### config.mk
export PLATFORM = sky130hd
export DESIGN_NAME = mul_seq_ctrl
export DESIGN_NICKNAME = d
export VERILOG_FILES = /design/src/rtl/mul_seq_ctrl.sv
export SDC_FILE = /design/constraint.sdc
export NUM_CORES = 1
export LEC_CHECK = 0
export ABC_AREA = 0
export CORE_MARGIN = 2
export CORE_UTILIZATION = 47
export DETAILED_ROUTE_END_ITERATION = 6
export HOLD_SLACK_MARGIN = 0.08
export PLACE_DENSITY = 0.81
export SETUP_SLACK_MARGIN = 0.2
export SLEW_MARGIN = 20
export SYNTH_ARGS = -nofsm -noshare
export SYNTH_HDL_FRONTEND = slang
export SYNTH_SLANG_ARGS = --single-unit
export TNS_END_PERCENT = 50
### constraint.sdc
create_clock -name clk -period 2.3 [get_ports clk]
set_input_delay 0.46 -clock clk [delete_from_list [all_inputs] [get_ports clk]]
set_output_delay 0.46 -clock clk [all_outputs]
set_load 0.005 [all_outputs]
### src/rtl/mul_seq_ctrl.sv
// Sequential shift-add multiplier controller: unsigned 32x32 -> 64 product,
// one addition per RUN cycle through an external shared adder.
module mul_seq_ctrl #(
    parameter bit          EARLY_TERM = 1'b0,
    parameter int unsigned ITER       = 32
) (
    input  logic        clk,
    input  logic        rst_n,
    input  logic        start_i,
    input  logic [31:0] a_i,
    input  logic [31:0] b_i,
    output logic        busy_o,
    output logic        done_o,
    output logic [63:0] p_o,
    output logic [31:0] add_a_o,
    output logic [31:0] add_b_o,
    output logic        add_sna_o,
    input  logic [31:0] add_y_i,
    input  logic        add_co_i
);

    localparam int unsigned W  = 32;
    localparam int unsigned PW = 2 * W;
    localparam int unsigned CW = 6;
    localparam int unsigned SW = 7;

    typedef enum logic [1:0] {
        S_IDLE = 2'd0,
        S_RUN  = 2'd1,
        S_FIN  = 2'd2
    } state_e;

    state_e          state_q, state_d;
    logic [W-1:0]    hi_q, hi_d;
    logic [W-1:0]    lo_q, lo_d;
    logic [W-1:0]    m_q, m_d;
    logic [W-1:0]    mq_q, mq_d;
    logic [CW-1:0]   cnt_q, cnt_d;
    logic [PW-1:0]   p_q, p_d;
    logic            busy_q, busy_d;
    logic            done_q, done_d;

    logic [W:0]      sum;
    logic [PW-1:0]   stepped;
    logic [PW-1:0]   early;
    logic [SW-1:0]   early_shamt;
    logic            last_step;
    logic            early_exit;

    // Datapath for one step: conditional add of M into HI, then 65-bit right shift.
    always_comb begin
        sum         = lo_q[0] ? {add_co_i, add_y_i} : {1'b0, hi_q};
        stepped     = {sum, lo_q[W-1:1]};
        early_shamt = SW'(W) - SW'(cnt_q);
        early       = {hi_q, lo_q} >> early_shamt;
        last_step   = (cnt_q == CW'(ITER - 1));
        early_exit  = EARLY_TERM && (mq_q == '0);
    end

    // Next-state and register update logic.
    always_comb begin
        state_d = state_q;
        hi_d    = hi_q;
        lo_d    = lo_q;
        m_d     = m_q;
        mq_d    = mq_q;
        cnt_d   = cnt_q;
        p_d     = p_q;

        case (state_q)
            S_IDLE: begin
                if (start_i) begin
                    m_d     = a_i;
                    lo_d    = b_i;
                    mq_d    = b_i;
                    hi_d    = '0;
                    cnt_d   = '0;
                    state_d = S_RUN;
                end
            end
            S_RUN: begin
                if (early_exit) begin
                    // Remaining multiplier bits are zero: realign the partial product.
                    p_d     = early;
                    state_d = S_FIN;
                end else begin
                    {hi_d, lo_d} = stepped;
                    mq_d         = mq_q >> 1;
                    cnt_d        = cnt_q + CW'(1);
                    if (last_step) begin
                        p_d     = stepped;
                        state_d = S_FIN;
                    end
                end
            end
            S_FIN: begin
                state_d = S_IDLE;
            end
            default: begin
                state_d = S_IDLE;
            end
        endcase

        busy_d = (state_d == S_RUN);
        done_d = (state_d == S_FIN);
    end

    always_ff @(posedge clk or negedge rst_n) begin
        if (!rst_n) begin
            state_q <= S_IDLE;
            hi_q    <= '0;
            lo_q    <= '0;
            m_q     <= '0;
            mq_q    <= '0;
            cnt_q   <= '0;
            p_q     <= '0;
            busy_q  <= 1'b0;
            done_q  <= 1'b0;
        end else begin
            state_q <= state_d;
            hi_q    <= hi_d;
            lo_q    <= lo_d;
            m_q     <= m_d;
            mq_q    <= mq_d;
            cnt_q   <= cnt_d;
            p_q     <= p_d;
            busy_q  <= busy_d;
            done_q  <= done_d;
        end
    end

    // Adder operands come straight from registers; the unit is only ever asked to add.
    assign add_a_o   = hi_q;
    assign add_b_o   = m_q;
    assign add_sna_o = 1'b0;
    assign busy_o    = busy_q;
    assign done_o    = done_q;
    assign p_o       = p_q;

endmodule

# Word level (Yosys, flattened, before mapping)
# Cells that the tools add are included.
# op_classes
n_addsub	1
mul	0
div	0
order_cmp	0
n_eq_ne	5
shift	0
mux	10
bitwise	0
n_reduce_logical	5
# ops
cell	n
32-bit one-hot mux with 2 select lines	2
32-bit 2-to-1 mux	2
33-bit 2-to-1 mux	1
6-bit one-hot mux with 2 select lines	1
6-bit by 1-bit adder with 6-bit output (second input constant)	1
6-bit by 5-bit equality test with 1-bit output (second input constant)	1
6-bit 2-to-1 mux	1
2-bit AND reduction	3
2-bit by 1-bit equality test with 1-bit output (second input constant)	2
2-bit 2-to-1 mux	2
2-bit one-hot mux with 2 select lines	1
2-bit equality test (second input constant)	1
2-bit zero test	1
2-bit != test (second input constant)	1
2-bit nonzero test	1
# word_totals
reg_bits	170
latch_bits	0
ram_bits	0
mem_bits_ro	0
output_inout_bits	131
mem_count	0

# Depth between registers and ports, before layout
# Gate-level depths: netlist of run 1.
# logic_depth
word_depth	4
depth_mapped	7
depth_no_buf	4

# Worst setup path before layout of run 1
# Ideal clock, no wire load.
# synth_timing
path_kind	reg-to-reg
start	reg cnt_q[0]
end	reg p_q[15] (netlist: p_o[15])
setup_ns	0.125
arrival_ns	1.558
required_ns	2.175
setup_slack_ns	0.617
path_stages_with_launch	7
n_path_buf	2
period_less_slack_ns	1.683
path_cell_list	dfrtp_1 ha_1 nand4_1 nor3_4 buf_6 buf_12 mux2_4
# synth_via
elab_chain_cells	2
# synth_lines
element	line	source
start, declared	38	logic [CW-1:0] cnt_q, cnt_d;
start signal, assigned	125	cnt_q <= cnt_d;
6-bit by 5-bit equality test with 1-bit output	56	last_step = (cnt_q == CW'(ITER - 1));
2-bit AND reduction (no line)	-	
end signal, assigned	126	p_q <= p_d;
end, declared	39	logic [PW-1:0] p_q, p_d;
# No other way between the ends.
# A chain may end at the register's enable or synchronous reset.

# Final worst setup path of run 1
# layout_timing
start	reg cnt_q[0]
end	reg p_q[63] (netlist: p_o[63])
# Same word-level chain as after synthesis.

==> metrics.md, run 1 <==
| Metric | Value |
|---|---|
| Initial antenna violation count | 0 |
| Mapped Nets | just over 700 |
| Drt initial violations | 330 |
| Maximum root-to-sink buffer count | 2 |
| Startpoint Class | flip-flop |
| Synth Flop Type | dfrtp_1 |
| Total CTS buffers | 17 |
| Root Driver | clkbuf_16 |
| Endpoints failing setup | 0 |
| Post-route setup slack | around 0.37 ns |
| Crit path DAT | roughly 2.3 ns |
| Flop pwr share | approximately half |
| Clock Sinks | 170 |
| CP cell instances | ha_1, nand4_1, nor3_4, buf_8, buf_4, mux2i_1 |
| Yosys warnings | 0 |
| Unrepaired setup endpoints after global routing | no |
| Share of cells above drive strength 1 | between 10% and 20% |
| Cell with the most instances after synthesis | dfrtp_1 |
| Critical path origin | cnt_q[0] |
| Pin slew with the least headroom to its limit | roughly 0.84 ns |
| Internal Power | 4.71 mW |
| Synth top area cells | dfrtp_1 59%, mux2_4 8.5%, mux2_2 6.2% |
| Die Y | around 130 um |
| CP Capture Type | flip-flop |
| Leakage | about 4.9 nW |
| First-pass detailed-route iteration total | 5 |
| Final hold violation count | 0 |
| Final Slew Violations | 0 |
| Core area | ~15,000 um2 |
| Post-synth EDFFs | 0 |
| DRC | 0 |
| Buf/Inv on CP | 2 |
| Worst-path clk slew | ~0.060 ns |
| Comb power frac | approximately 6.5% |
| Final nets | roughly 900 |
| Post-CTS setup buffers | 0 |
| DRT antenna net count | 0 |
| Worst vdd ir | 492 uV |
| CP max stage cell | dfrtp_1 |
| Routed wire length per instance | 18.0 um |
| Max_slew headroom | about 44% |
| Largest net degree at the start of global routing | 88 |
| Clock skew | between 0.007 and 0.008 ns |
| Vias per inst | 5.40 |
| Detailed Route WL | 18.4 mm |
| Grt ovf | 0 |
| HPWL after detailed placement | ~13 mm |
| Vias | approximately 5,500 |
| Final period utilization | a little over four fifths |
| Fraction of registers with async set/reset | 100% |
| Fin util | around two thirds |
| Clock share of power | between 40% and 50% |
| Critical R2R Launch | cnt_q[0] |
| Total power draw | between 6 and 7 mW |
| CTS tree | done |
| Worst EP required | approximately 2.6 ns |
| Crit path max fanout | 21 |
| Placed Cells | roughly 1,000 |
| Initial Util | 47.9% |
| Status | finished clean |
| Yosys top cell area share | around three fifths |
| Post-Synthesis Cell Area | 7260 um2 |
| Global-route wire length before repair | between 30 and 40 mm |
| Diode count | 0 |
| Routability Congestion | between 0.7 and 0.8 |
| Setup Crit Path Kind | reg2reg |
| Post-Synthesis Cells | just over 600 |
| Port Buffer Count | 229 |
| Area leader, netlist | dfrtp_1 |
| Psw | about 1.4 mW |
| Post-synth top cells | 170 x dfrtp_1, 99 x nand2_1, 64 x nor2_1, 41 x mux2_4, 40 x mux2_2 |
| Horiz. Die Dim | 128 um |
| Gr usage total | 23.3% |
| H-tree lvl count | 4 |
| Worst min path class | in2async |
| Site Rows | 45 |
| Vias in the first global route | 5,917 |
| Sw frac | between 20% and 30% |
| Cell variety after synth | 36 |
| Fmax | 0.517 GHz |
| P&R area growth vs syn | 41.2% |
| Critical path's top delay family | buffers and inverters |
| IO Pins | roughly 230 |
| Setup TNS Final | 0 ns |
| Max-cap viol count | 0 |
| Mean post-synth cell area | roughly 12 um2 |
| Largest stage delay, worst path | roughly 0.40 ns |
| Die area | roughly 16,000 um2 |
| Tmin final | just under 2 ns |
| Post-synthesis sequential area ratio | 58.6% |
| Pre-CTS setup slack | between 0.08 and 0.09 ns |
| PwrDens | 593 nW/um2 |
| FF+latch count, synth | between 150 and 200 |
| Clock latency on the worst-skew pair | about 0.42 ns |
| Post-route insts no fill | approximately 1,000 |
-- worst paths after layout --
kind                       slack [ns]  cells past startpoint     endpoint
max                              0.37                      6      p_o[63]
min                              0.47                      2  add_b_o[24]
max reg2reg                      0.37                      6      p_o[63]
min reg2reg                      0.48                      2  add_b_o[31]
max in group asynchronous        1.13                      3      p_o[48]
min in group clk                 0.48                      2  add_b_o[31]
-- per-layer routing --
| metal | routed length [um] | global-route usage (%) | share of wire (%) | vias to the layer above |
|---|---|---|---|---|
| met5 | 0 | 0 | 0 | - |
| met4 | 257 | 7.95 | 1.4 | 0 |
| met3 | 1350 | 6.89 | 7.3 | 25 |
| met2 | 9250 | 38.7 | 50 | 214 |
| met1 | 7560 | 29.3 | 41 | 2774 |
| li1 | - | - | - | 2522 |
-- final cells by class --
cell class / instances / area (um2)
clock buffers: 19 / 443
clock inverters: 12 / 93.8
fillers: 1083 / 4900
inverters: 10 / 37.5
multi-input cells: 382 / 2680
flip-flops and latches: 170 / 4260
well taps: 188 / 235
repair buffers: 244 / 2500
-- repair_timing --
| item | CTS | global route |
|---|---|---|
| gates resized for setup | 0 | 2 |
| endpoints found under the setup margin | 0 | 12 |
| hold buffers | 1 | 0 |
| endpoints found under the hold margin | 21 | 0 |
-- stage by stage --
step / hold WS, ns / area (um2)
floorplan: 0.164 / 7260
global placement: 0.331 / 9690
detailed placement: 0.335 / 9690
CTS: 0.449 / 10200
global route: 0.465 / 10200
finish: 0.466 / 10200
-- cell usage in the layout (no fill, tap or decap), drive strengths merged --
cell           instances
o22ai                 31
clkinv                 6
o41ai                  1
a32oi                  1
dlygate4sd3            1
conb                   1
o21ai                 14
mux2                  81
nor3b                  2
nand2                 99
buf                   15
nor2                  64
clkdlybuf4s50        228
dfrtp                170
or3b                   1
and3                  25
a22o                   1
o31ai                  1
o311ai                 1
inv                   13
a31o                  24
o21ba                  1
a21o                   1
nand2b                 1
ha                     1
nand4                  1
mux2i                 15
nand3                 12
clkinvlp               3
nor3                   2
clkbuf                19
o211ai                 1
-- sequential cells by signal, indices dropped and copies added (netlist names) --
| register | count |
|---|---|
| add_a_o | 32 |
| lo_q | 32 |
| done_o | 1 |
| state_q | 2 |
| add_b_o | 32 |
| busy_o | 1 |
| p_o | 64 |
| cnt_q | 6 |
-- power groups by stage --
stage / logic, mW / registers, mW / clock network, mW
CTS: 0.403 / 3.08 / 2.66
floorplan: 0.0573 / 3.13 / 0
detailed placement: 0.398 / 3.13 / 0
global route: 0.432 / 3.08 / 2.80
global placement: 0.389 / 3.13 / 0
finish: 0.396 / 3.08 / 2.60
-- cell families (layout without fill, tap and decap cells) --
group	after synthesis	in the layout	share of synthesized area [%]
buffers and inverters	55	285	4.64
other	1	1	0.0517
AO/OA/AOI/OAI	77	77	7.47
adder cells (fa/ha/maj)	1	1	0.172
multiplexers	96	96	16.8
AND/OR/NAND/NOR	207	207	12.3
flip-flops	170	170	58.6
(Power assumes the default switching activity.)
==> run 2, diff against run 1 <==
--- a/config.mk
+++ b/config.mk
@@ -7,10 +7,10 @@
 export LEC_CHECK = 0
 export ABC_AREA = 0
 export CORE_MARGIN = 2
-export CORE_UTILIZATION = 47
+export CORE_UTILIZATION = 42
 export DETAILED_ROUTE_END_ITERATION = 6
 export HOLD_SLACK_MARGIN = 0.08
-export PLACE_DENSITY = 0.81
+export PLACE_DENSITY = 0.77
 export SETUP_SLACK_MARGIN = 0.2
 export SLEW_MARGIN = 20
 export SYNTH_ARGS = -nofsm -noshare
==> constraint.sdc (replaced) <==
create_clock -name clk -period 1.75 [get_ports clk]
set_input_delay 0.35 -clock clk [delete_from_list [all_inputs] [get_ports clk]]
set_output_delay 0.35 -clock clk [all_outputs]
set_load 0.005 [all_outputs]
==> metrics.md, run 2 (synthesis results as in run 1) <==
| Metric | Value |
|---|---|
| Flop pwr share | 47.5% (-3.2 points) |
| Clock Sinks | 170 (unchanged) |
| CP cell instances | ha_2, nand4_1, nor3_4, buf_6, buf_12, buf_16, mux2_4 |
| Largest stage delay, worst path | 0.37 ns (-0.03 ns) |
| Initial antenna violation count | 1 (+1) |
| Internal Power | 6.53 mW (+38%) |
| Grt ovf | 0 (unchanged) |
| CP Capture Type | flip-flop |
| Unrepaired setup endpoints after global routing | yes |
| Endpoints failing setup | 31 (+31) |
| Tmin final | 1.79 ns (-0.141 ns) |
| Site Rows | 48 (+6.7%) |
| Setup Crit Path Kind | reg2reg |
| Psw | 2.02 mW (+49%) |
| Leading cell type in the layout, fill and taps excluded | dfrtp_1 |
| Comb power frac | 6.8% (+0.3 points) |
| Root Driver | clkbuf_16 |
| Gr usage total | 23.3% (-0.061 points) |
| PwrDens | 705 nW/um2 (+19%) |
| DRT antenna net count | 0 (unchanged) |
| Commonest non-fill, non-tap cells in the layout | 167 x dfrtp_1, 130 x dlygate4sd2_1, 97 x clkdlybuf4s50_1 |
| Final hold violation count | 0 (unchanged) |
| Worst vdd ir | 710 uV (+44%) |
| IO Pins | 231 (unchanged) |
| Pre-CTS setup slack | -0.263 ns (-0.347 ns) |
| First-pass detailed-route iteration total | 4 (-1) |
| Clock latency on the worst-skew pair | 0.43 ns (about the same) |
| Maximum root-to-sink buffer count | 2 (unchanged) |
| Final nets | 992 (+7.1%) |
| Fin area | 12,100 um2 (+18%) |
| Detailed Route WL | 23.4 mm (+27%) |
| Port Buffer Count | 229 (unchanged) |
| Global-route wire length before repair | 33.1 mm (+10%) |
| Clock skew | 0.00864 ns (+0.000883 ns) |
| Final period utilization | 102% (+18 points) |
| P&R area growth vs syn | 67.1% |
| Total CTS buffers | 17 (unchanged) |
| Largest register FFs | 64 (unchanged) |
| Horiz. Die Dim | 135 um (+5.6%) |
| Die area | 18,300 um2 (+12%) |
| Status | finished with violations |
| Area of placed instances | 9870 um2 (+1.9%) |
| Leakage | 6.10 nW (+26%) |
| Vias per inst | 5.25 (-2.9%) |
| Routed wire length per instance | 20.7 um (+15%) |
| Final Slew Violations | 0 (unchanged) |
| Crit path max fanout | 5 (-76%) |
| Worst-path clk slew | 0.07 ns (about the same) |
| Vias | 5,922 (+7.0%) |
| Sw frac | 23.7% (+1.3 points) |
| Diode count | 0 (unchanged) |
| CTS tree | done |
| Crit path DAT | 2.10 ns (-0.17 ns) |
| H-tree lvl count | 4 (unchanged) |
| Vias in the first global route | 6,001 (+1.4%) |
| DRC | 0 (unchanged) |
| Post-route setup slack | -0.0431 ns (-0.409 ns) |
| Worst EP required | 2.06 ns (-0.58 ns) |
| Routability Congestion | 0.730 (-8.5%) |
| Largest net degree at the start of global routing | 88 (unchanged) |
| Failing checks | setup timing |
| Max-cap viol count | 0 (unchanged) |
| Share of cells above drive strength 1 | 37.8% (+19 points) |
| Critical R2R Launch | cnt_q[1] |
| CP max stage cell | dfrtp_1 |
| HPWL after detailed placement | 12.6 mm (-0.77%) |
| Initial Util | 42.4% (-5.5 points) |
| Clock share of power | 45.7% (+2.9 points) |
| Critical path origin | cnt_q[1] |
| Worst min path class | in2async |
| Startpoint Class | flip-flop |
| Drt initial violations | 226 (-32%) |
| Fmax | 0.558 GHz (+7.9%) |
| Core area | 17,100 um2 (+13%) |
| Die Y | 135 um (+5.6%) |
-- run 2: cell types whose count changed in the layout (fill, tap and decap cells not counted), moves of 17 or more --
| cell | delta |
|---|---|
| nand2_1 | -35 |
| o22ai_4 | +17 |
| buf_4 | +28 |
| nand2_2 | +23 |
| and3_4 | +24 |
| a31o_2 | -22 |
| clkdlybuf4s50_1 | -131 |
| a31o_4 | +22 |
| o22ai_1 | -31 |
| and3_1 | -24 |
| dlygate4sd2_1 | +130 |
-- run 2: worst max-delay path, delay by kind of cell, from the launching register on --
kind	cells	cell delay, ns
multiplexers	1	0.31
AND/OR/NAND/NOR	2	0.38
adder cells (fa/ha/maj)	1	0.21
buffers and inverters	3	0.40
flip-flops	1	0.37
-- run 2: what timing repair did --
action,in CTS,in global routing
endpoints found under the setup margin,255,165
setup buffers,32,5
pin swaps,91,104
resized for setup,256,103
hold endpoints to repair,35,0
hold buffers,1,0
gates cloned,4,16
-- run 2: path summary, 6_finish.rpt --
check / endpoint / slack, ns / depth (start not counted)
max: p_o[41] / -0.04 / 7
min reg2reg: add_b_o[23] / 0.48 / 2
min: add_b_o[0] / 0.41 / 2
max reg2reg: p_o[41] / -0.04 / 7
min in group clk: add_b_o[11] / 0.44 / 3
max in group asynchronous: p_o[51] / 0.70 / 3
-- run 2: per-stage QoR --
step / TNS, ns / cells / util [%] / hold WS (ns) / power [mW]
after global routing: -5.34 / 1129 / 70.9 / 0.440 / 8.84
after CTS: -0.959 / 1108 / 66.5 / 0.416 / 8.56
after detailed placement: -21.84 / 1039 / 57.7 / 0.310 / 4.65
final: -0.632 / 1129 / 70.9 / 0.412 / 8.55
after global placement: -17.92 / 1039 / 57.7 / 0.311 / 4.64
after floorplan: 0 / 607 / - / 0.0544 / 4.19
-- run 2: power groups by stage --
stage / logic (mW) / clock network [mW] / registers (mW)
3_3_place_gp: 0.526 / 0 / 4.11
4_1_cts: 0.545 / 3.97 / 4.04
3_5_place_dp: 0.534 / 0 / 4.12
5_1_grt: 0.627 / 4.15 / 4.07
2_1_floorplan: 0.0753 / 0 / 4.11
6_report: 0.581 / 3.91 / 4.06
-- run 2: metal layers --
metal / wire [um] / part of all wire [%] / up-vias / global-route usage, %
li1: - / - / 2685 / -
met2: 11800 / 50 / 202 / 38.3
met5: 11 / 0.047 / - / 0
met4: 431 / 1.8 / 2 / 7.18
met3: 1600 / 6.8 / 33 / 7.26
met1: 9570 / 41 / 3000 / 29.5
-- run 2: cell type report --
class	count	area [um2]
inverter	10	37.5
clock buffer	17	425
fill	1228	4990
multi-input combinational	386	3700
tap	225	282
timing repair buffer	306	3250
clock inverter	15	179
sequential	170	4260
